--- config.mk ---
export PLATFORM = sky130hd
export DESIGN_NAME = game_init_ctrl
export DESIGN_NICKNAME = d
export VERILOG_FILES = /design/src/rtl/flood_pkg.sv /design/src/rtl/init_timer.sv /design/src/rtl/game_init_ctrl.sv
export SDC_FILE = /design/constraint.sdc
export NUM_CORES = 1
export LEC_CHECK = 0
export ABC_AREA = 1
export CAP_MARGIN = 20
export CORE_MARGIN = 2
export CORE_UTILIZATION = 27
export CTS_BUF_LIST = sky130_fd_sc_hd__clkbuf_4 sky130_fd_sc_hd__clkbuf_8
export DETAILED_ROUTE_END_ITERATION = 8
export GPL_ROUTABILITY_DRIVEN = 1
export PLACE_DENSITY_LB_ADDON = 0.12
export SYNTH_ARGS = -nofsm -noshare
export SYNTH_HDL_FRONTEND = slang
export SYNTH_SLANG_ARGS = --single-unit
--- constraint.sdc ---
create_clock -name clk -period 1.55 [get_ports clk]
set_clock_uncertainty 0.05 [all_clocks]
set_input_delay 0.31 -clock clk [delete_from_list [all_inputs] [get_ports clk]]
set_output_delay 0.31 -clock clk [all_outputs]
set_load 0.02 [all_outputs]
--- src/rtl/flood_pkg.sv ---
// Shared types and constants for the flood-it game start/initialisation controller.
package flood_pkg;

  localparam int unsigned COLOR_W      = 4;
  localparam int unsigned MIN_COLORS   = 3;
  localparam int unsigned MAX_COLORS   = 8;
  localparam int unsigned RESET_COLORS = 6;

  typedef enum logic [2:0] {
    S_IDLE,
    S_ACK,
    S_INIT,
    S_PLAY,
    S_ERROR
  } state_t;

  // Saturating colour-count adjust; simultaneous up/down cancel out.
  function automatic logic [COLOR_W-1:0] color_step(input logic [COLOR_W-1:0] c,
                                                    input logic up,
                                                    input logic down);
    logic [COLOR_W-1:0] r;
    r = c;
    if (up && !down && (c < COLOR_W'(MAX_COLORS))) begin
      r = c + COLOR_W'(1);
    end else if (down && !up && (c > COLOR_W'(MIN_COLORS))) begin
      r = c - COLOR_W'(1);
    end
    return r;
  endfunction

endpackage

--- src/rtl/init_timer.sv ---
// Per-attempt INIT timer and retry counter; both saturate rather than wrap.
module init_timer #(
  parameter int unsigned INIT_TIMEOUT = 1024,
  parameter int unsigned MAX_RETRY    = 3
) (
  input  logic clk,
  input  logic rst,
  input  logic clear,
  input  logic run,
  output logic timeout,
  output logic exhausted
);

  localparam int unsigned TIMER_W = (INIT_TIMEOUT > 1) ? $clog2(INIT_TIMEOUT) : 1;
  localparam int unsigned RETRY_W = (MAX_RETRY > 0) ? $clog2(MAX_RETRY + 1) : 1;

  logic [TIMER_W-1:0] r_timer;
  logic [RETRY_W-1:0] r_retry;

  assign timeout   = (r_timer == TIMER_W'(INIT_TIMEOUT - 1));
  assign exhausted = (r_retry == RETRY_W'(MAX_RETRY));

  always_ff @(posedge clk) begin
    if (rst || clear) begin
      r_timer <= '0;
      r_retry <= '0;
    end else if (run) begin
      if (timeout) begin
        r_timer <= '0;
        if (!exhausted) begin
          r_retry <= r_retry + RETRY_W'(1);
        end
      end else begin
        r_timer <= r_timer + TIMER_W'(1);
      end
    end
  end

endmodule

--- src/rtl/game_init_ctrl.sv ---
// Game start controller: colour selection, start handshake, board init with
// timeout/retry, and play/error tracking. All outputs are registered.
module game_init_ctrl
  import flood_pkg::*;
#(
  parameter int unsigned INIT_TIMEOUT = 1024,
  parameter int unsigned MAX_RETRY    = 3
) (
  input  logic               clk,
  input  logic               rst,
  input  logic               btn_start,
  input  logic               btn_up,
  input  logic               btn_down,
  input  logic               init_done,
  input  logic               game_over,
  output logic [COLOR_W-1:0] final_COLOR_NUM,
  output logic               BEGIN_GAME,
  output logic               INITIALIZE_BOARD,
  output logic               ACK_BEGIN_GAME,
  output logic               INIT_INIT,
  output logic               BOARD_READY,
  output logic               init_error
);

  state_t             r_state;
  state_t             w_next;
  logic [COLOR_W-1:0] w_color;
  logic               w_init_pulse;
  logic               w_timeout;
  logic               w_exhausted;

  // Timer is held clear outside INIT so every INIT entry starts fresh.
  init_timer #(
    .INIT_TIMEOUT(INIT_TIMEOUT),
    .MAX_RETRY   (MAX_RETRY)
  ) u_init_timer (
    .clk      (clk),
    .rst      (rst),
    .clear    (r_state != S_INIT),
    .run      ((r_state == S_INIT) && !init_done),
    .timeout  (w_timeout),
    .exhausted(w_exhausted)
  );

  always_ff @(posedge clk) begin
    if (rst) begin
      r_state <= S_IDLE;
    end else begin
      r_state <= w_next;
    end
  end

  always_comb begin
    w_next       = r_state;
    w_color      = final_COLOR_NUM;
    w_init_pulse = 1'b0;
    case (r_state)
      S_IDLE: begin
        if (btn_start) begin
          w_next = S_ACK;
        end else begin
          w_color = color_step(final_COLOR_NUM, btn_up, btn_down);
        end
      end
      S_ACK: w_next = S_INIT;
      S_INIT: begin
        if (init_done) begin
          w_next = S_PLAY;
        end else if (w_timeout && w_exhausted) begin
          w_next = S_ERROR;
        end
      end
      S_PLAY: begin
        if (game_over) begin
          w_next = S_IDLE;
        end else if (btn_start) begin
          w_next = S_ACK;
        end
      end
      S_ERROR: begin
        if (btn_start) begin
          w_next = S_ACK;
        end
      end
      default: w_next = S_IDLE;
    endcase
    // Staying in INIT on a timeout is a retry and re-kicks the generator.
    w_init_pulse = (w_next == S_INIT) && ((r_state != S_INIT) || w_timeout);
  end

  always_ff @(posedge clk) begin
    if (rst) begin
      final_COLOR_NUM  <= COLOR_W'(RESET_COLORS);
      BEGIN_GAME       <= 1'b0;
      INITIALIZE_BOARD <= 1'b0;
      ACK_BEGIN_GAME   <= 1'b0;
      INIT_INIT        <= 1'b0;
      BOARD_READY      <= 1'b0;
      init_error       <= 1'b0;
    end else begin
      final_COLOR_NUM  <= w_color;
      BEGIN_GAME       <= (w_next == S_PLAY);
      INITIALIZE_BOARD <= (w_next == S_INIT);
      ACK_BEGIN_GAME   <= (w_next == S_ACK);
      INIT_INIT        <= w_init_pulse;
      BOARD_READY      <= (w_next == S_PLAY);
      init_error       <= (w_next == S_ERROR);
    end
  end

endmodule

==> results of run 1 <==
## logic make-up (layout without fill, tap and decap cells)
logic type	count (synthesis)	in the layout
AOI/OAI and AO/OA	18	18
xor gates and xnor gates	8	8
adders and majority gates	5	5
buffers and inverters	28	60
DFF	24	24
and+or+nand+nor	94	94
## state kept, by name, indices dropped and copies added (netlist names)
signal,count
INIT_INIT,1
u_init_timer.r_timer,10
init_error,1
ACK_BEGIN_GAME,1
BOARD_READY,1
u_init_timer.r_retry,2
r_state,3
INITIALIZE_BOARD,1
final_COLOR_NUM,4
## cells in the final DEF (no fill, tap or decap), types with 5 or more instances in the layout
| cell | count |
|---|---|
| dlygate4sd2_1 | 11 |
| nand2_1 | 44 |
| nor2_1 | 21 |
| nand3_1 | 11 |
| inv_2 | 5 |
| nand4_1 | 5 |
| buf_4 | 13 |
| a21oi_1 | 12 |
| dfxtp_1 | 22 |
| inv_1 | 19 |
| xor2_1 | 5 |
## how the worst min path moves through the flow
stage	from	to	slack, ns	depth (start not counted)
after global routing	u_init_timer.r_timer[1]	u_init_timer.r_timer[1]	0.46	2
after global placement	u_init_timer.r_retry[1]	u_init_timer.r_retry[1]	0.41	2
final	u_init_timer.r_timer[1]	u_init_timer.r_timer[1]	0.44	2
after CTS	u_init_timer.r_retry[0]	u_init_timer.r_retry[0]	0.44	2
after detailed placement	u_init_timer.r_retry[0]	u_init_timer.r_retry[0]	0.43	2
after floorplan	u_init_timer.r_retry[1]	u_init_timer.r_retry[1]	0.40	2
## worst reg2reg max path, delay by kind of cell (launching register included)
kind / cells / cell delay [ns]
simple gates: 4 / 0.51
fa+ha+maj: 1 / 0.39
flops: 1 / 0.32
xor+xnor: 1 / 0.14
compound gates: 1 / 0.10
## routing by layer
layer	wire length [µm]	up-vias	share of wire, %
li1	-	627	-
met1	1230	540	45
met2	1410	12	52
met3	75	2	2.7
met4	25	0	0.91
met5	0	-	0
## cell usage after synthesis
library cell  count  area [µm²]
nand2_1          45         169
dfxtp_1          24         480
nor2_1           21        78.8
inv_1            20        75.1
a21oi_1          14        70.1
nand3_1          12        60.1
nand4_1           5        31.3
xor2_1            5        43.8
ha_1              4        50.1
inv_2             4        15.0
nor2_4            3        33.8
xnor2_1           3        26.3
nor2_2            2        12.5
nor3_1            2        10.0
o21ai_0           2        10.0
buf_4             1        7.51
buf_6             1        11.3
clkbuf_1          1        3.75
clkinv_1          1        3.75
fa_1              1        20.0
nand2_2           1        6.26
nand3_2           1        10.0
nand3b_1          1        7.51
nor3_4            1        16.3
o211ai_1          1        7.51
o21a_1            1        7.51
## what timing repair did
| action | CTS | global route |
|---|---|---|
| buffers inserted | 1 | 1 |
| resized for setup | 13 | 8 |
| pin swaps | 7 | 4 |
| setup endpoints to repair | 13 | 6 |
## through the flow
step	total power [µW]	worst slack [ns]	hold WS (ns)	cell area (µm²)	cells
after floorplan	893	0.0214	0.398	1280	177
after global placement	1040	-0.404	0.408	1610	255
after detailed placement	1040	-0.442	0.430	1610	255
after CTS	1590	0.00340	0.444	1670	260
after global routing	1680	-0.101	0.460	1710	261
final	1570	-0.0231	0.437	1710	261
## power by group through the flow
stage / Combinational (µW) / Sequential, µW / Clock (µW)
after floorplan: 174 / 719 / 0
after global placement: 351 / 687 / 0
after detailed placement: 355 / 688 / 0
after CTS: 338 / 673 / 582
after global routing: 389 / 676 / 611
final: 348 / 671 / 552
## layout make-up
cell class	instances	area, µm²	area share (%)
Clock buffer	3	41.3	2.42
Clock inverter	1	30.0	1.76
Inverter	25	93.8	5.49
Multi-Input combinational cell	125	711	41.6
Sequential cell	24	483	28.3
Tap cell	52	65.1	3.81
Timing Repair Buffer	31	284	16.6
==> metrics.log, run 1 <==
INFO  metric finalWeightedCongestion = ~0.85
INFO  metric post_route_setup_tns = -0.0231 ns
INFO  metric adder_and_majority_gate_portion_of_the_synthesized_area = between 5 and 6%
INFO  metric run_status = finished, violations left
INFO  metric timing.critical_path.depth = 7
INFO  metric synth.yosys.warnings = 0
INFO  metric grt_first_pass_wirelength = slightly below 5000 µm
INFO  metric netlist_area = ~1300 µm²
INFO  metric critical_path.startpoint = final_COLOR_NUM[3]
INFO  metric io_pins = 17
INFO  metric globalRouteOverflowTotal = 0
INFO  metric cp_data_arrival_time = between 1.5 and 2 ns
INFO  metric min_clock_period_post_route = 1.57 ns
INFO  metric maxCapViolCount = 0
INFO  metric relSlewSlack = between 80% and 90%
INFO  metric peakVddDrop = between 0.5 and 0.6 mV
INFO  metric die_area = ~5300 µm²
INFO  metric violations = negative setup slack
INFO  metric finalSetupViolations = 1
INFO  metric wirelength = 2740 µm
INFO  metric crit_fanout = 4
INFO  metric cp_data_required_time = between 1.5 and 2 ns
INFO  metric h_tree_depth = 1
INFO  metric port_buffers = 16
INFO  metric critical_path.cell_chain = nand3b_1, ha_1, nand3_2, nand2_2, xor2_1, nand2_1, a21oi_2
INFO  metric die_h = approximately 73 µm
INFO  metric detail-route-antenna-nets = 0
INFO  metric avgViaCountPerCell = roughly 4.5
INFO  metric global_route.usage.met2 = approximately a fifth
INFO  metric final-hold-violation-count = 0
INFO  metric vias_post_dr = approximately 1200
INFO  metric avgRoutedWirePerCell = about 11 µm
INFO  metric setup.reg_to_reg.worst_slack = -0.02 ns
INFO  metric switching_power = roughly 420 µW
INFO  metric busiest_layer = met2
INFO  metric path_clk_slew = about 0.090 ns
INFO  metric layout-drive-gt1-share = 18.7%
INFO  metric setup_repair_after_global_routing_missed_its_margin = yes
INFO  metric numClockSinks = 24
INFO  metric crit_end = final_COLOR_NUM[3]
INFO  metric yosys.area_share.xor_xnor = between 5 and 6%
INFO  metric synthesized_instance_count = about 180
INFO  metric coreArea = between 4000 and 5000 µm²
INFO  metric tritoncts = yes
INFO  metric clk_path_buf_depth = 2
INFO  metric syn_to_final_growth = 34.7%
INFO  metric seq_power_share = a little over two fifths
INFO  metric clockPowerShare = a little over a third
INFO  metric rr_worst_depth = 7
INFO  metric synthSimpleGateAreaFrac = between 30% and 40%
INFO  metric antenna-diode-count = 0
INFO  metric final-max-slew-violation-count = 0
INFO  metric cp_top_family = simple AND/OR/NAND/NOR gates
INFO  metric starting_utilization_of_the_core_area = roughly 29%
INFO  metric drcViolationCount = 0
INFO  metric compound_gate_portion_of_the_synthesized_area = around 7.5%
INFO  metric cts_root_buffer = clkbuf_8
INFO  metric layout_worst_path_cycle_share = 101%
INFO  metric combinational_family_with_the_most_area_after_synthesis = simple AND/OR/NAND/NOR gates
INFO  metric sw_frac_of_total = 26.9%
INFO  metric n_fill_cell = ~480
INFO  metric grt_use_total = roughly an eighth
INFO  metric floorplan.die.width = a little over 70 µm
INFO  metric synth-seq-cells = 24
INFO  metric power.leakage = around 0.00073 µW
INFO  metric drt_first_pass_iters = 4
INFO  metric critPathCaptureType = flip-flop
INFO  metric final_core_utilization = around 38%
INFO  metric detailed_place_hpwl = 2160 µm
INFO  metric grt_util_met3 = about 3.3%
INFO  metric synthesis.area_per_instance = 7.16 µm²
INFO  metric crit_path_start_kind = flip-flop
INFO  metric drt_first_iter_violations = 34
INFO  metric share_of_synthesized_area_spent_on_multiplexers = 0%
INFO  metric seq_area_frac_synth = a little under two fifths
INFO  metric rr_endpoint = final_COLOR_NUM[3]
INFO  metric synth_nets = 189
INFO  metric path_buf_inv = 0
INFO  metric netlist-cell-type-count = 26
INFO  metric row_count = 24
INFO  metric timing.setup.critical_path_class = flip-flop to flip-flop
INFO  metric timing_worst_slew_pin_value = between 0.2 and 0.3 ns
INFO  metric first_global_vias = between 1000 and 1500
INFO  metric grt_max_degree = 15
INFO  metric cp_slowest_cell = ha_1
INFO  metric power.internal = between 1000 and 1500 µW
INFO  metric worstHoldPathType = flip-flop to flip-flop
INFO  metric grt_antenna_before_repair = 0
INFO  metric timing.rr.start = final_COLOR_NUM[3]
INFO  metric combPwrFrac = 22.1%
INFO  metric finalWorstSetupSlack = -0.0231 ns
INFO  metric power_density = 920 nW/µm²
INFO  metric final_net_count = between 200 and 250
INFO  metric met1_use_gr = about 14%
INFO  metric max_clock_freq = 636 MHz
INFO  metric total_clock_buffers_created_by_cts = 3
INFO  metric holdBufCountCts = 0
INFO  metric maximum_cell_stage_delay_along_the_critical_path = a little under 0.4 ns
INFO  metric worstSkewPairLatency = between 0.2 and 0.3 ns
Note: power is estimated with default switching activity, not from simulation.
==> run 2: changes to the inputs <==
Settings changed: SYNTH_HIERARCHICAL from default to 1.
==> metrics.log, run 2 <==
INFO  metric setup.reg_to_reg.worst_slack = 0.01 ns (was -0.02 ns)
INFO  metric hold_depth = 2 (unchanged)
INFO  metric seq_area_frac_synth = 38.4% (was 37.9%)
INFO  metric detailed_place_hpwl = 2330 µm (was 2160 µm)
INFO  metric synth.yosys.warnings = 6 (was 0)
INFO  metric grt_first_pass_wirelength = 5230 µm (was 4930 µm)
INFO  metric run_status = finished, final reports clean (was finished, violations left)
INFO  metric ys_async_sr_fraction = 0% (unchanged)
INFO  metric row_count = 24 (unchanged)
INFO  metric synth-seq-cells = 24 (unchanged)
INFO  metric cts_root_buffer = clkbuf_8 (unchanged)
INFO  metric cp_data_required_time = 1.71 ns (about the same)
INFO  metric cp_data_arrival_time = 1.69 ns (was 1.73 ns)
INFO  metric final-hold-violation-count = 0 (unchanged)
INFO  metric fin_area = 1950 µm² (was 1710 µm²)
INFO  metric netlist-cell-type-count = 24 (was 26)
INFO  metric final-max-slew-violation-count = 0 (unchanged)
INFO  metric numClockSinks = 24 (unchanged)
INFO  metric min_clock_period_post_route = 1.54 ns (was 1.57 ns)
INFO  metric final_net_count = 240 (was 222)
INFO  metric wirelength = 3030 µm (was 2740 µm)
INFO  metric netlist_area = 1250 µm² (was 1270 µm²)
INFO  metric finalWeightedCongestion = 0.841 (was 0.854)
INFO  metric drt_first_iter_violations = 42 (was 34)
INFO  metric first_global_vias = 1237 (was 1136)
INFO  metric worstSkewPairLatency = 0.27 ns (about the same)
INFO  metric grt_use_total = 12.7% (was 12.0%)
INFO  metric maxCapViolCount = 0 (unchanged)
INFO  metric registers.top_by_ff_count = u_init_timer/r_timer (was u_init_timer.r_timer)
INFO  metric critPathCaptureType = flip-flop (unchanged)
INFO  metric post-synth-top-area-cell = dfxtp_1 (unchanged)
INFO  metric globalRouteOverflowTotal = 0 (unchanged)
INFO  metric synthesized_instance_count = 175 (was 177)
INFO  metric starting_utilization_of_the_core_area = 28.3% (was 28.5%)
INFO  metric synth_nets = 187 (was 189)
INFO  metric grt_antenna_before_repair = 0 (unchanged)
INFO  metric fin_total_pwr = 1390 µW (was 1570 µW)
INFO  metric clk_path_buf_depth = 2 (unchanged)
INFO  metric dpl_cell_area = 1700 µm² (was 1610 µm²)
INFO  metric drcViolationCount = 0 (unchanged)
INFO  metric largest_register_ff_count = 10 (unchanged)
INFO  metric multi_input_area = 826 µm² (was 711 µm²)
INFO  metric antenna-diode-count = 0 (unchanged)
INFO  metric path_buf_inv = 0 (unchanged)
INFO  metric timing.hold.ws = 0.466 ns (was 0.437 ns)
INFO  metric die_area = 5190 µm² (was 5260 µm²)
INFO  metric avgViaCountPerCell = 4.47 (was 4.52)
INFO  metric rr_endpoint = ACK_BEGIN_GAME (was final_COLOR_NUM[3])
INFO  metric synth.area.top_cells = dfxtp_1 (38%), nand2_1 (11%), nor2_1 (7.5%) (was dfxtp_1 (38%), nand2_1 (13%), nor2_1 (6.2%))
INFO  metric layout_worst_path_cycle_share = 99.2% (was 101%)
INFO  metric worstHoldPathType = flip-flop to flip-flop (unchanged)
INFO  metric grt_max_degree = 14 (was 15)
INFO  metric setup_repair_after_global_routing_missed_its_margin = yes (unchanged)
INFO  metric hold-path-endpoint = final_COLOR_NUM[3] (was u_init_timer.r_timer[1])
INFO  metric final_core_utilization = 44.2% (was 38.4%)
INFO  metric max_clock_freq = 651 MHz (was 636 MHz)
INFO  metric seq_area = 485 µm² (was 483 µm²)
INFO  metric synthesis.area_per_instance = 7.15 µm² (was 7.16 µm²)
INFO  metric synthMostInstantiatedCell = nand2_1 (unchanged)
INFO  metric cp_slowest_cell = dfxtp_2 (was ha_1)
INFO  metric finalSetupViolations = 0 (was 1)
INFO  metric maximum_cell_stage_delay_along_the_critical_path = 0.36 ns (was 0.39 ns)
INFO  metric layout-drive-gt1-share = 36.6% (was 18.7%)
INFO  metric crit_path_start_kind = flip-flop (unchanged)
INFO  metric synth_edf_count = 0 (unchanged)
INFO  metric timing.setup.critical_path_class = flip-flop to flip-flop (unchanged)
INFO  metric total_clock_buffers_created_by_cts = 3 (unchanged)
INFO  metric vias_post_dr = 1247 (was 1181)
INFO  metric path_clk_slew = 0.09 ns (about the same)
INFO  metric cp_top_family = simple AND/OR/NAND/NOR gates (unchanged)
INFO  metric die_h = 72.1 µm (was 72.5 µm)
INFO  metric n_fill_cell = 444 (was 477)
INFO  metric synth_flop_cell = dfxtp_1 (unchanged)
INFO  metric io_pins = 17 (unchanged)
INFO  metric drt_first_pass_iters = 4 (unchanged)
INFO  metric rr_worst_depth = 7 (unchanged)
INFO  metric tritoncts = yes (unchanged)
INFO  metric coreArea = 4410 µm² (was 4440 µm²)
INFO  metric mostFrequentLayoutCell = buf_4 (was nand2_1)
INFO  metric critical_path.cell_chain = ha_4, nand2_4, nor4_4, nand2_1, o21ai_1, nand2_2, nor3_2 (was nand3b_1, ha_1, nand3_2, nand2_2, xor2_1, nand2_1, a21oi_2)
INFO  metric power_density = 711 nW/µm² (was 920 nW/µm²)
INFO  metric avgRoutedWirePerCell = 10.8 µm (was 10.5 µm)
INFO  metric detail-route-antenna-nets = 0 (unchanged)
INFO  metric h_tree_depth = 1 (unchanged)
INFO  metric synth_commonest_cells = nand2_1 (37), nor2_1 (25), dfxtp_1 (24) (was nand2_1 (45), dfxtp_1 (24), nor2_1 (21))
INFO  metric crit_fanout = 3 (was 4)
INFO  metric power.leakage = 0.000895 µW (was 0.000725 µW)
INFO  metric floorplan.die.width = 72.1 µm (was 72.5 µm)
INFO  metric synth_top_area_share = 38.4% (was 37.9%)
INFO  metric peakVddDrop = 0.459 mV (was 0.519 mV)
INFO  metric timing.rr.start = u_init_timer/r_timer[1] (was final_COLOR_NUM[3])
INFO  metric mostFrequentLayoutCells = buf_4 (31), nand2_1 (30), nor2_1 (21) (was nand2_1 (44), dfxtp_1 (22), nor2_1 (21))
INFO  metric timing_worst_slew_pin_value = 0.238 ns (was 0.281 ns)
INFO  metric reg_top3 = u_init_timer/r_timer (10), final_COLOR_NUM (4), r_state (3) (was u_init_timer.r_timer (10), final_COLOR_NUM (4), r_state (3))
INFO  metric syn_to_final_growth = 56.1% (was 34.7%)
INFO  metric worstHoldStart = final_COLOR_NUM[3] (was u_init_timer.r_timer[1])
INFO  metric port_buffers = 16 (unchanged)
INFO  metric relSlewSlack = 84.0% (was 81.2%)
[run 2: changes by cell type in the layout (fill, tap and decap cells not counted), sizes merged, moves of 3 or more]
cell / previous run / this run
nand3: 13 / 19
nor2: 26 / 30
nand2: 46 / 39
xor2: 5 / 1
buf: 15 / 33
inv: 24 / 27
nor3b: 0 / 3
dlymetal6s2s: 0 / 3
nor3: 3 / 6
[run 2: cells by family after synthesis]
group                      share of synthesized area (%)
and+or+nand+nor                                     39.9
buffers and inverters                               8.70
DFF                                                 38.4
AOI/OAI and AO/OA                                   6.00
adders and majority gates                           5.60
xor gates and xnor gates                            1.40
[run 2: worst min-delay path: stages (launching register included)]
cell and delay [ns]:
dfxtp_1 0.35, nand2_1 0.07, a21oi_1 0.05
[run 2: layout make-up]
cell class	count	share of cell area (%)
Multi-Input combinational cell	123	42.3
Sequential cell	24	24.9
Timing Repair Buffer	49	21.5
Inverter	27	5.19
Tap cell	52	3.33
Clock buffer	4	2.82
[run 2: repair_timing]
action / CTS / global route
gates resized for setup: 17 / 36
setup buffers: 0 / 4
pin swaps: 0 / 15
endpoints found under the setup margin: 26 / 19
hold buffers: 0 / 0
endpoints found under the hold margin: 0 / 0
cloned: 0 / 0
[run 2: how the worst max path moves through the flow]
stage                                  startpoint                       to  slack [ns]  cells after the start
final                     u_init_timer/r_timer[1]           ACK_BEGIN_GAME        0.01                      7
after floorplan                        r_state[1]  u_init_timer/r_timer[9]        0.02                     11
after detailed placement                   btn_up       final_COLOR_NUM[2]       -0.32                      6
after CTS                 u_init_timer/r_timer[1]           ACK_BEGIN_GAME      -0.002                      7
after global routing                   r_state[0]  u_init_timer/r_retry[1]       -0.13                     10
after global placement                     btn_up       final_COLOR_NUM[2]       -0.28                      6
[run 2: where the power goes]
group	total, µW	internal, µW	switching, µW
clock	440	227	213
sequential	656	639	17.3
combinational	293	135	158
[run 2: per-stage QoR]
step	setup TNS, ns	instances	setup WS, ns
after floorplan	0	175	0.0208
after global placement	-3.52	271	-0.279
after detailed placement	-3.54	271	-0.316
after CTS	-0.00230	275	-0.00230
after global routing	-1.06	279	-0.134
final	0	279	0.0131
[run 2: routing by layer]
| layer | global-route usage, % | routed length (µm) | share of wire (%) | vias to the layer above |
|---|---|---|---|---|
| met5 | 0 | 0 | 0 | - |
| met4 | 5.87 | 53 | 1.8 | 0 |
| met3 | 2.92 | 89 | 2.9 | 6 |
| met2 | 21.7 | 1500 | 49 | 17 |
| met1 | 15.0 | 1390 | 46 | 562 |
| li1 | - | - | - | 662 |
==> run 3: changes to the inputs <==
Settings changed: CORE_MARGIN 2 to 5, GPL_ROUTABILITY_DRIVEN 1 to 0.
Clock period 1.55 ns to 1.37 ns, I/O delays scaled along.
==> metrics.log, run 3 (synthesis gave the netlist of run 2 again) <==
INFO  metric die_h = 78.1 µm (was 72.1 µm)
INFO  metric grt_antenna_before_repair = 0 (unchanged)
INFO  metric die_area = 6100 µm² (was 5190 µm²)
INFO  metric antenna-diode-count = 0 (unchanged)
INFO  metric first_global_vias = 1215 (was 1237)
INFO  metric power_density = 797 nW/µm² (was 711 nW/µm²)
INFO  metric cp_slowest_cell = dfxtp_2 (unchanged)
INFO  metric detail-route-antenna-nets = 0 (unchanged)
INFO  metric final-max-slew-violation-count = 0 (unchanged)
INFO  metric power.leakage = 0.000895 µW (about the same)
INFO  metric timing.hold.ws = 0.473 ns (was 0.466 ns)
INFO  metric violations = negative setup slack
INFO  metric switching_power = 434 µW (was 388 µW)
INFO  metric path_buf_inv = 2 (was 0)
INFO  metric largest_register_ff_count = 10 (unchanged)
INFO  metric relSlewSlack = 84.0% (about the same)
INFO  metric critical_path.cell_chain = nor3_4, inv_2, nor2_4, buf_4, nand2_1, nor2_1, nand3_1, nor3_1, nor2_1 (was ha_4, nand2_4, nor4_4, nand2_1, o21ai_1, nand2_2, nor3_2)
INFO  metric wirelength = 3160 µm (was 3030 µm)
INFO  metric finalSetupViolations = 17 (was 0)
INFO  metric worstSkewPairLatency = 0.27 ns (about the same)
INFO  metric syn_to_final_growth = 58.7% (was 56.1%)
INFO  metric fin_area = 1990 µm² (was 1950 µm²)
INFO  metric seq_area = 494 µm² (was 485 µm²)
INFO  metric cell_type_with_the_highest_occurrence_count_on_the_critical_path = nor2_1
INFO  metric run_status = finished, violations left (was finished, final reports clean)
INFO  metric registers.top_by_ff_count = u_init_timer/r_timer (unchanged)
INFO  metric peakVddDrop = 0.489 mV (was 0.459 mV)
INFO  metric mostFrequentLayoutCell = buf_4 (unchanged)
INFO  metric finalWorstSetupSlack = -0.193 ns (was 0.0131 ns)
INFO  metric vias_post_dr = 1278 (was 1247)
INFO  metric drcViolationCount = 0 (unchanged)
INFO  metric holdBufCountCts = 0 (unchanged)
INFO  metric port_buffers = 16 (unchanged)
INFO  metric multi_input_area = 818 µm² (was 826 µm²)
INFO  metric maximum_cell_stage_delay_along_the_critical_path = 0.34 ns (was 0.36 ns)
INFO  metric power.internal = 1150 µW (was 1000 µW)
INFO  metric setup_repair_after_global_routing_missed_its_margin = yes (unchanged)
INFO  metric layout-drive-gt1-share = 42.2% (was 36.6%)
INFO  metric avgRoutedWirePerCell = 11.1 µm (was 10.8 µm)
INFO  metric critPathCaptureType = flip-flop (unchanged)
INFO  metric cts_root_buffer = clkbuf_8 (unchanged)
INFO  metric clockPowerShare = 30.4% (was 31.7%)
INFO  metric worstHoldPathType = flip-flop to flip-flop (unchanged)
INFO  metric reg_top3 = u_init_timer/r_timer (10), final_COLOR_NUM (4), r_state (3) (unchanged)
INFO  metric mostFrequentLayoutCells = buf_4 (35), nand2_1 (30), nor2_1 (23) (was buf_4 (31), nand2_1 (30), nor2_1 (21))
INFO  metric crit_path_start_kind = flip-flop (unchanged)
INFO  metric cp_data_arrival_time = 1.68 ns (was 1.69 ns)
INFO  metric grt_first_pass_wirelength = 5380 µm (was 5230 µm)
INFO  metric layout_worst_path_cycle_share = 114% (was 99.2%)
INFO  metric coreArea = 4410 µm² (unchanged)
INFO  metric tritoncts = yes (unchanged)
INFO  metric n_fill_cell = 436 (was 444)
INFO  metric min_clock_period_post_route = 1.56 ns (was 1.54 ns)
INFO  metric combPwrFrac = 23.2% (was 21.1%)
INFO  metric cp_data_required_time = 1.48 ns (was 1.71 ns)
INFO  metric total_clock_buffers_created_by_cts = 3 (unchanged)
INFO  metric dpl_cell_area = 1740 µm² (was 1700 µm²)
INFO  metric final-hold-violation-count = 0 (unchanged)
INFO  metric crit_fanout = 4 (was 3)
INFO  metric seq_power_share = 46.4% (was 47.2%)
INFO  metric starting_utilization_of_the_core_area = 28.3% (unchanged)
INFO  metric numClockSinks = 24 (unchanged)
INFO  metric path_clk_slew = 0.08 ns (was 0.09 ns)
INFO  metric drt_first_pass_iters = 4 (unchanged)
INFO  metric fin_total_pwr = 1580 µW (was 1390 µW)
INFO  metric h_tree_depth = 1 (unchanged)
INFO  metric clk_path_buf_depth = 2 (unchanged)
INFO  metric timing.setup.critical_path_class = flip-flop to flip-flop (unchanged)
INFO  metric drt_first_iter_violations = 44 (was 42)
INFO  metric row_count = 24 (unchanged)
INFO  metric final_core_utilization = 45.0% (was 44.2%)
INFO  metric grt_max_degree = 14 (unchanged)
INFO  metric floorplan.die.width = 78.1 µm (was 72.1 µm)
INFO  metric io_pins = 17 (unchanged)
INFO  metric maxCapViolCount = 0 (unchanged)
INFO  metric final_net_count = 245 (was 240)
INFO  metric sw_frac_of_total = 27.4% (was 27.9%)
INFO  metric max_clock_freq = 640 MHz (was 651 MHz)
INFO  metric globalRouteOverflowTotal = 0 (unchanged)
INFO  metric detailed_place_hpwl = 2480 µm (was 2330 µm)
INFO  metric cp_top_family = simple AND/OR/NAND/NOR gates (unchanged)
INFO  metric placement.setup.worst_slack = -0.451 ns (was -0.316 ns)
INFO  metric grt_use_total = 10.5% (was 12.7%)
INFO  metric timing_worst_slew_pin_value = 0.238 ns (about the same)
INFO  metric avgViaCountPerCell = 4.50 (was 4.47)
run 3: changes by cell type in the layout (fill, tap and decap cells not counted), sizes merged:
cell	change
buf	+5
dlygate4sd2	+3
dlymetal6s2s	-3
run 3: timing repair:
action                     CTS  global route
gates resized for setup     29            22
pin swaps                   11             7
buffers inserted             2             6
setup endpoints to repair   31            21
hold endpoints to repair     0             0
run 3: worst paths after layout:
kind,start,end,slack (ns),depth (start not counted)
max,r_state[2],u_init_timer/r_timer[9],-0.19,9
min,u_init_timer/r_retry[1],u_init_timer/r_retry[1],0.47,4
max reg2reg,r_state[2],u_init_timer/r_timer[9],-0.19,9
min reg2reg,u_init_timer/r_retry[1],u_init_timer/r_retry[1],0.47,4
run 3: tightest hold or removal path: cells and delay by family, from the launching register on:
family / cells / cell delay, ns
flip-flops: 1 / 0.32
AND/OR/NAND/NOR: 3 / 0.12
buffers and inverters: 1 / 0.05
run 3: layout make-up:
class                   instances  area share [%]
clock buffers                   4            2.77
inverters                      27            5.61
multi-input cells             123            41.2
flip-flops and latches         24            24.9
well taps                      52            3.28
repair buffers                 54            22.2
run 3: layer usage:
layer / wire, µm / up-vias / GRT usage, %
li1: - / 674 / -
met1: 1350 / 585 / 12.4
met2: 1660 / 15 / 19.0
met3: 124 / 4 / 3.20
met4: 15 / 0 / 1.52
met5: 0 / - / 0
run 3: through the flow:
| stage | cells | TNS, ns |
|---|---|---|
| 2_1_floorplan | 175 | -0.830 |
| 3_3_place_gp | 272 | -5.16 |
| 3_5_place_dp | 272 | -5.51 |
| 4_1_cts | 278 | -1.87 |
| 5_1_grt | 284 | -3.48 |
| 6_report | 284 | -1.47 |
run 3: power by group through the flow:
stage               combinational [µW]  clock (µW)  sequential, µW
finish                             368         481             735
global route                       404         543             739
CTS                                330         510             736
detailed placement                 318           0             752
global placement                   311           0             751
floorplan                          141           0             783
